**src/rtl/counter_pkg.sv**
```systemverilog
// rtl/counter_pkg.sv - shared constants for the signed up/down limit counter
package counter_pkg;

  localparam logic MODE_WRAP = 1'b0;
  localparam logic MODE_SAT  = 1'b1;
  localparam logic DIR_UP    = 1'b0;
  localparam logic DIR_DOWN  = 1'b1;

endpackage

```
**src/rtl/edge_detect.sv**
```systemverilog
// rtl/edge_detect.sv - rising-edge detector against a one-clock history flop
module edge_detect (
  input  logic clk_i,
  input  logic reset_ni,
  input  logic x_i,
  output logic rise_o
);

  logic x_q;
  logic x_d;

  always_comb begin
    x_d = x_i;
  end

  always_ff @(posedge clk_i or negedge reset_ni) begin
    if (!reset_ni) begin
      x_q <= 1'b0;
    end else begin
      x_q <= x_d;
    end
  end

  assign rise_o = x_i & ~x_q;

endmodule

```
**src/rtl/counter_ext.sv**
```systemverilog
// rtl/counter_ext.sv - signed up/down event counter with programmable limits,
// wrap or saturate, and a carry pulse on every limit crossing
module counter_ext
  import counter_pkg::*;
#(
  parameter int WIDTH = 32
) (
  input  logic             clk_i,
  input  logic             reset_ni,
  input  logic             enable_i,
  input  logic             trigger_i,
  input  logic             dir_i,
  input  logic [WIDTH-1:0] START,
  input  logic             START_WSTB,
  input  logic [WIDTH-1:0] STEP,
  input  logic             STEP_WSTB,
  input  logic [WIDTH-1:0] MIN,
  input  logic             MIN_WSTB,
  input  logic [WIDTH-1:0] MAX,
  input  logic             MAX_WSTB,
  input  logic             MODE,
  output logic [WIDTH-1:0] out_o,
  output logic             carry_o
);

  localparam int NW = WIDTH + 2;

  logic [WIDTH-1:0] out_q, out_d;
  logic             carry_q, carry_d;
  logic [WIDTH-1:0] step_q, step_d;
  logic [WIDTH-1:0] min_q, min_d;
  logic [WIDTH-1:0] max_q, max_d;

  logic en_rise;
  logic trig_rise;

  // Two guard bits keep out +/- step and the wrap span exact for full-range limits.
  logic signed [NW-1:0] cur_w, step_w, min_w, max_w, span_w, n_w;

  edge_detect u_en_edge (
    .clk_i    (clk_i),
    .reset_ni (reset_ni),
    .x_i      (enable_i),
    .rise_o   (en_rise)
  );

  edge_detect u_trig_edge (
    .clk_i    (clk_i),
    .reset_ni (reset_ni),
    .x_i      (trigger_i),
    .rise_o   (trig_rise)
  );

  always_comb begin
    out_d   = out_q;
    carry_d = 1'b0;
    step_d  = STEP_WSTB ? STEP : step_q;
    min_d   = MIN_WSTB  ? MIN  : min_q;
    max_d   = MAX_WSTB  ? MAX  : max_q;

    cur_w  = {{2{out_q[WIDTH-1]}}, out_q};
    step_w = {2'b00, step_q};
    min_w  = {{2{min_q[WIDTH-1]}}, min_q};
    max_w  = {{2{max_q[WIDTH-1]}}, max_q};
    span_w = max_w - min_w + NW'(1);
    n_w    = (dir_i == DIR_UP) ? (cur_w + step_w) : (cur_w - step_w);

    if (en_rise || START_WSTB) begin
      out_d = START;
    end else if (trig_rise && enable_i) begin
      if (dir_i == DIR_UP && n_w > max_w) begin
        carry_d = 1'b1;
        out_d   = (MODE == MODE_WRAP) ? WIDTH'(n_w - span_w) : max_q;
      end else if (dir_i == DIR_DOWN && n_w < min_w) begin
        carry_d = 1'b1;
        out_d   = (MODE == MODE_SAT) ? min_q : WIDTH'(n_w + span_w);
      end else begin
        out_d = n_w[WIDTH-1:0];
      end
    end
  end

  always_ff @(posedge clk_i or negedge reset_ni) begin
    if (!reset_ni) begin
      out_q   <= '0;
      carry_q <= 1'b0;
      step_q  <= WIDTH'(1);
      min_q   <= {1'b1, {(WIDTH-1){1'b0}}};
      max_q   <= {1'b0, {(WIDTH-1){1'b1}}};
    end else begin
      out_q   <= out_d;
      carry_q <= carry_d;
      step_q  <= step_d;
      min_q   <= min_d;
      max_q   <= max_d;
    end
  end

  assign out_o   = out_q;
  assign carry_o = carry_q;

endmodule

```
**config.mk**
```make
export PLATFORM = sky130hd
export DESIGN_NAME = counter_ext
export DESIGN_NICKNAME = d
export VERILOG_FILES = /design/src/rtl/counter_pkg.sv /design/src/rtl/edge_detect.sv /design/src/rtl/counter_ext.sv
export SDC_FILE = /design/constraint.sdc
export NUM_CORES = 1
export LEC_CHECK = 0
export CAP_MARGIN = 20
export CELL_PAD_IN_SITES_DETAIL_PLACEMENT = 1
export CELL_PAD_IN_SITES_GLOBAL_PLACEMENT = 2
export CORE_MARGIN = 2
export CORE_UTILIZATION = 35
export CTS_CLUSTER_SIZE = 14
export DETAILED_ROUTE_END_ITERATION = 8
export PLACE_DENSITY = 0.79
export RECOVER_POWER = 100
export SETUP_SLACK_MARGIN = 0.5
export SLEW_MARGIN = 30
export SYNTH_ARGS = -nofsm -noshare
export SYNTH_HDL_FRONTEND = slang
export SYNTH_SLANG_ARGS = --single-unit
```
**constraint.sdc**
```tcl
create_clock -name clk_i -period 7.95 [get_ports clk_i]
set_input_delay 1.59 -clock clk_i [delete_from_list [all_inputs] [get_ports clk_i]]
set_output_delay 1.59 -clock clk_i [all_outputs]
set_load 0.01 [all_outputs]
```
==> results.json <==
{
  "row_count": 75,
  "critical_path.most_common_cell": "nor2_1",
  "p_leak_nw": 8.55,
  "p_per_area_nw_per_um2": 427,
  "crit_buf_inv": 2,
  "slowest_stage": "mux2i_1",
  "final-hold-violation-count": 0,
  "drc": 0,
  "final_max_slew_viol_count": 251,
  "numCtsBuffers": 17,
  "antenna_left": 0,
  "clock_path_buffers": 2,
  "fin_cells": 2634,
  "synth_cell_types": 87,
  "cts.sinks": 131,
  "worstReg2RegEnd": "out_o[21]",
  "dp.cells": 2592,
  "rrSetupSlack_ns": 0.71,
  "cp-start-kind": "flop",
  "holdCritStartpoint": "step_q[0]",
  "status": "finished, violations left",
  "ir_worst_vdd_mv": 0.164,
  "pwr-share-clk_pct": 10.4,
  "worstPathMaxFanout": 18,
  "drv_cap": 4,
  "grt_max_degree": 86,
  "fillers": 5076,
  "core_um2": 42100,
  "synthArstFlopShare_pct": 100,
  "tightest_slew_ns": 5.04,
  "period_share_pct": 91.1,
  "synth_top_area_share_pct": 18.7,
  "post-route-min-period_ns": 7.24,
  "fin_skew_ns": 0.0141,
  "grt-ovfl-total": 0,
  "synthCells": 1873,
  "cts_root_buf": "clkbuf_16",
  "yosysWarnings": 0,
  "switchingPower_w": 0.00419,
  "holdPathEnd": "step_q[0]",
  "clk_latency_ns": 0.50,
  "fmax_mhz": 138,
  "initial_core_util_pct": 35.5,
  "htree_levels": 4,
  "holdPathStages": 2,
  "cp.arrival_ns": 7.60,
  "ys.flop_type": "dfrtp_1",
  "pin_count": 171,
  "crit_required_ns": 8.31,
  "crit_type": "reg -> reg",
  "hpwl_um": 49300,
  "wl_um": 61800,
  "die_w_um": 211,
  "drt_pass1_iterations": 5,
  "combPwrFrac_pct": 79.0,
  "synth_edf_count": 0,
  "layout.nets": 2448,
  "postLayoutCellArea_um2": 18600,
  "setup_viol": 0,
  "synthTopCellsByArea": "ha_1, dfrtp_1, xnor2_1, a21oi_1, dfstp_2",
  "syn2layout_area_growth_pct": 24.5,
  "gp_congestion": 0.912,
  "grt_util_all_layers_pct": 27.8,
  "n_antenna_cell": 0,
  "rsz0062_at_grt": "true",
  "synth-seq-cells": 131,
  "fin_util_pct": 44.2,
  "slew_headroom_pct": -236,
  "cp_top_family": "compound AO/OA/AOI/OAI gates",
  "cts_tree": "built",
  "wl_per_cell_um": 23.5,
  "cp_slowest_stage_delay_ns": 0.56,
  "end_kind": "flop",
  "timing.rr.start": "step_q[4]",
  "violations": "max-capacitance violations, max-slew violations",
  "die_height_um": 211,
  "syn-num-nets": 2239,
  "pwr-share-seq_pct": 10.6,
  "worstRegToRegCells": 32,
  "p_int_w": 0.00378,
  "synth_seq_area_share_pct": 22.2,
  "synth_top_area_cell": "ha_1",
  "die_area_um2": 44500,
  "dr_total_vias": 14900,
  "drt_iter0_markers": 949,
  "swShare_pct": 52.6,
  "grt_pass1_wl_um": 92300,
  "drive_gt1_share_pct": 12.2,
  "syn_area_per_cell_um2": 8.00,
  "antenna_found_initial": 1,
  "place_area_um2": 17700,
  "hold_path_class": "reg -> reg",
  "cts.reportedPaths.clkPinSlew_ns": 0.06,
  "synthesis.area_um2": 15000,
  "vias_per_cell": 5.66,
  "grt_pass1_vias": 15200,
  "io_buffers": 170
}
-- cell families (layout without fill, tap and decap cells) --
logic type	count (synthesis)	in the layout	synth area share (%)
and+or+nand+nor	469	469	14.3
adders and majority gates	228	228	19.2
xor gates and xnor gates	146	146	8.69
buffers and inverters	225	447	5.84
DFF	131	131	22.2
AOI/OAI and AO/OA	625	625	26.2
muxes	49	49	3.54
-- cell usage in the layout (no fill, tap or decap), types with 36 or more instances in the layout --
cell type	count
ha_1	222
a21oi_1	176
nand2_1	161
o21ai_0	161
nor2_1	147
inv_1	145
clkdlybuf4s50_1	129
xnor2_1	109
dfrtp_1	98
buf_4	80
a21o_1	75
dlygate4sd3_1	36
-- how the worst max path moves through the flow --
stage / slack [ns] / cells after the start / startpoint / endpoint
3_3_place_gp: -0.26 / 26 / dir_i / out_o[6]
5_1_grt: 0.21 / 32 / step_q[4] / out_o[21]
3_5_place_dp: -0.32 / 26 / dir_i / out_o[6]
2_1_floorplan: 0.76 / 24 / dir_i / out_o[25]
6_report: 0.71 / 32 / step_q[4] / out_o[21]
4_1_cts: 0.51 / 28 / dir_i / out_o[7]
-- state kept, by name (all words and copies together) (netlist names) --
signal,flops
max_q,32
carry_o,1
out_o,32
min_q,32
step_q,32
u_en_edge.x_q,1
u_trig_edge.x_q,1
-- worst register-to-register path: cells and delay by family, from the launching register on --
family | cells | cell delay, ns
simple gates | 14 | 2.30
buf+inv | 2 | 0.53
compound gates | 11 | 2.33
mux | 1 | 0.56
fa+ha+maj | 2 | 0.65
flops | 1 | 0.42
xor+xnor | 2 | 0.32
-- area by class of cell --
class                           instances  area, µm²  share of cell area [%]
Inverter                              147        552                    2.96
Clock inverter                         13        150                   0.805
Sequential cell                       131       3320                    17.8
Clock buffer                           19        433                    2.32
Multi-Input combinational cell       1517      11000                    59.1
Timing Repair Buffer                  268       2500                    13.4
Tap cell                              539        674                    3.62
-- power groups by stage --
stage / sequential, W / combinational [W] / clock [W]
after floorplan: 0.000820 / 0.00392 / 0
after detailed placement: 0.000851 / 0.00600 / 0
after global routing: 0.000854 / 0.00685 / 0.000876
after CTS: 0.000841 / 0.00606 / 0.000853
final: 0.000844 / 0.00629 / 0.000831
after global placement: 0.000849 / 0.00594 / 0
-- synth_stat cells (17+ instances only) --
| library cell | n |
|---|---|
| o21bai_1 | 26 |
| mux2_2 | 32 |
| nand2b_1 | 23 |
| mux2i_1 | 17 |
| clkbuf_1 | 64 |
| o211ai_1 | 24 |
| dfstp_2 | 33 |
| dfrtp_1 | 98 |
| nand3_1 | 23 |
| nor2_1 | 147 |
| a21o_1 | 75 |
| nor3_1 | 24 |
| nand4_1 | 21 |
| xnor2_1 | 114 |
| nand2_1 | 162 |
| a21oi_1 | 180 |
| xor2_1 | 30 |
| ha_1 | 224 |
| inv_1 | 145 |
| o21ai_0 | 164 |
| o21a_1 | 20 |
-- routing by layer --
| layer | up-vias | share of wire [%] | GRT usage [%] | wire length [µm] |
|---|---|---|---|---|
| li1 | 7099 | - | - | - |
| met1 | 7354 | 51 | 42.2 | 31600 |
| met2 | 377 | 40 | 39.0 | 25000 |
| met3 | 69 | 6.2 | 5.77 | 3820 |
| met4 | 2 | 2.3 | 7.87 | 1400 |
| met5 | - | 0.016 | 0 | 10 |
-- metrics by stage --
stage               setup TNS (ns)  total power [W]  hold WS [ns]  setup WS, ns
floorplan                        0          0.00474         0.496         0.756
global placement            -0.465          0.00679         0.535        -0.259
detailed placement           -1.48          0.00685         0.544        -0.323
CTS                              0          0.00775         0.555         0.508
global route                     0          0.00858         0.578         0.208
finish                           0          0.00797         0.546         0.709
-- timing repair --
item	in CTS	in global routing
resized for setup	9	51
endpoints found under the setup margin	22	33
setup buffers	0	7
cloned	0	3
hold buffers	0	0
pin swaps	0	12
(Power assumes the default switching activity.)
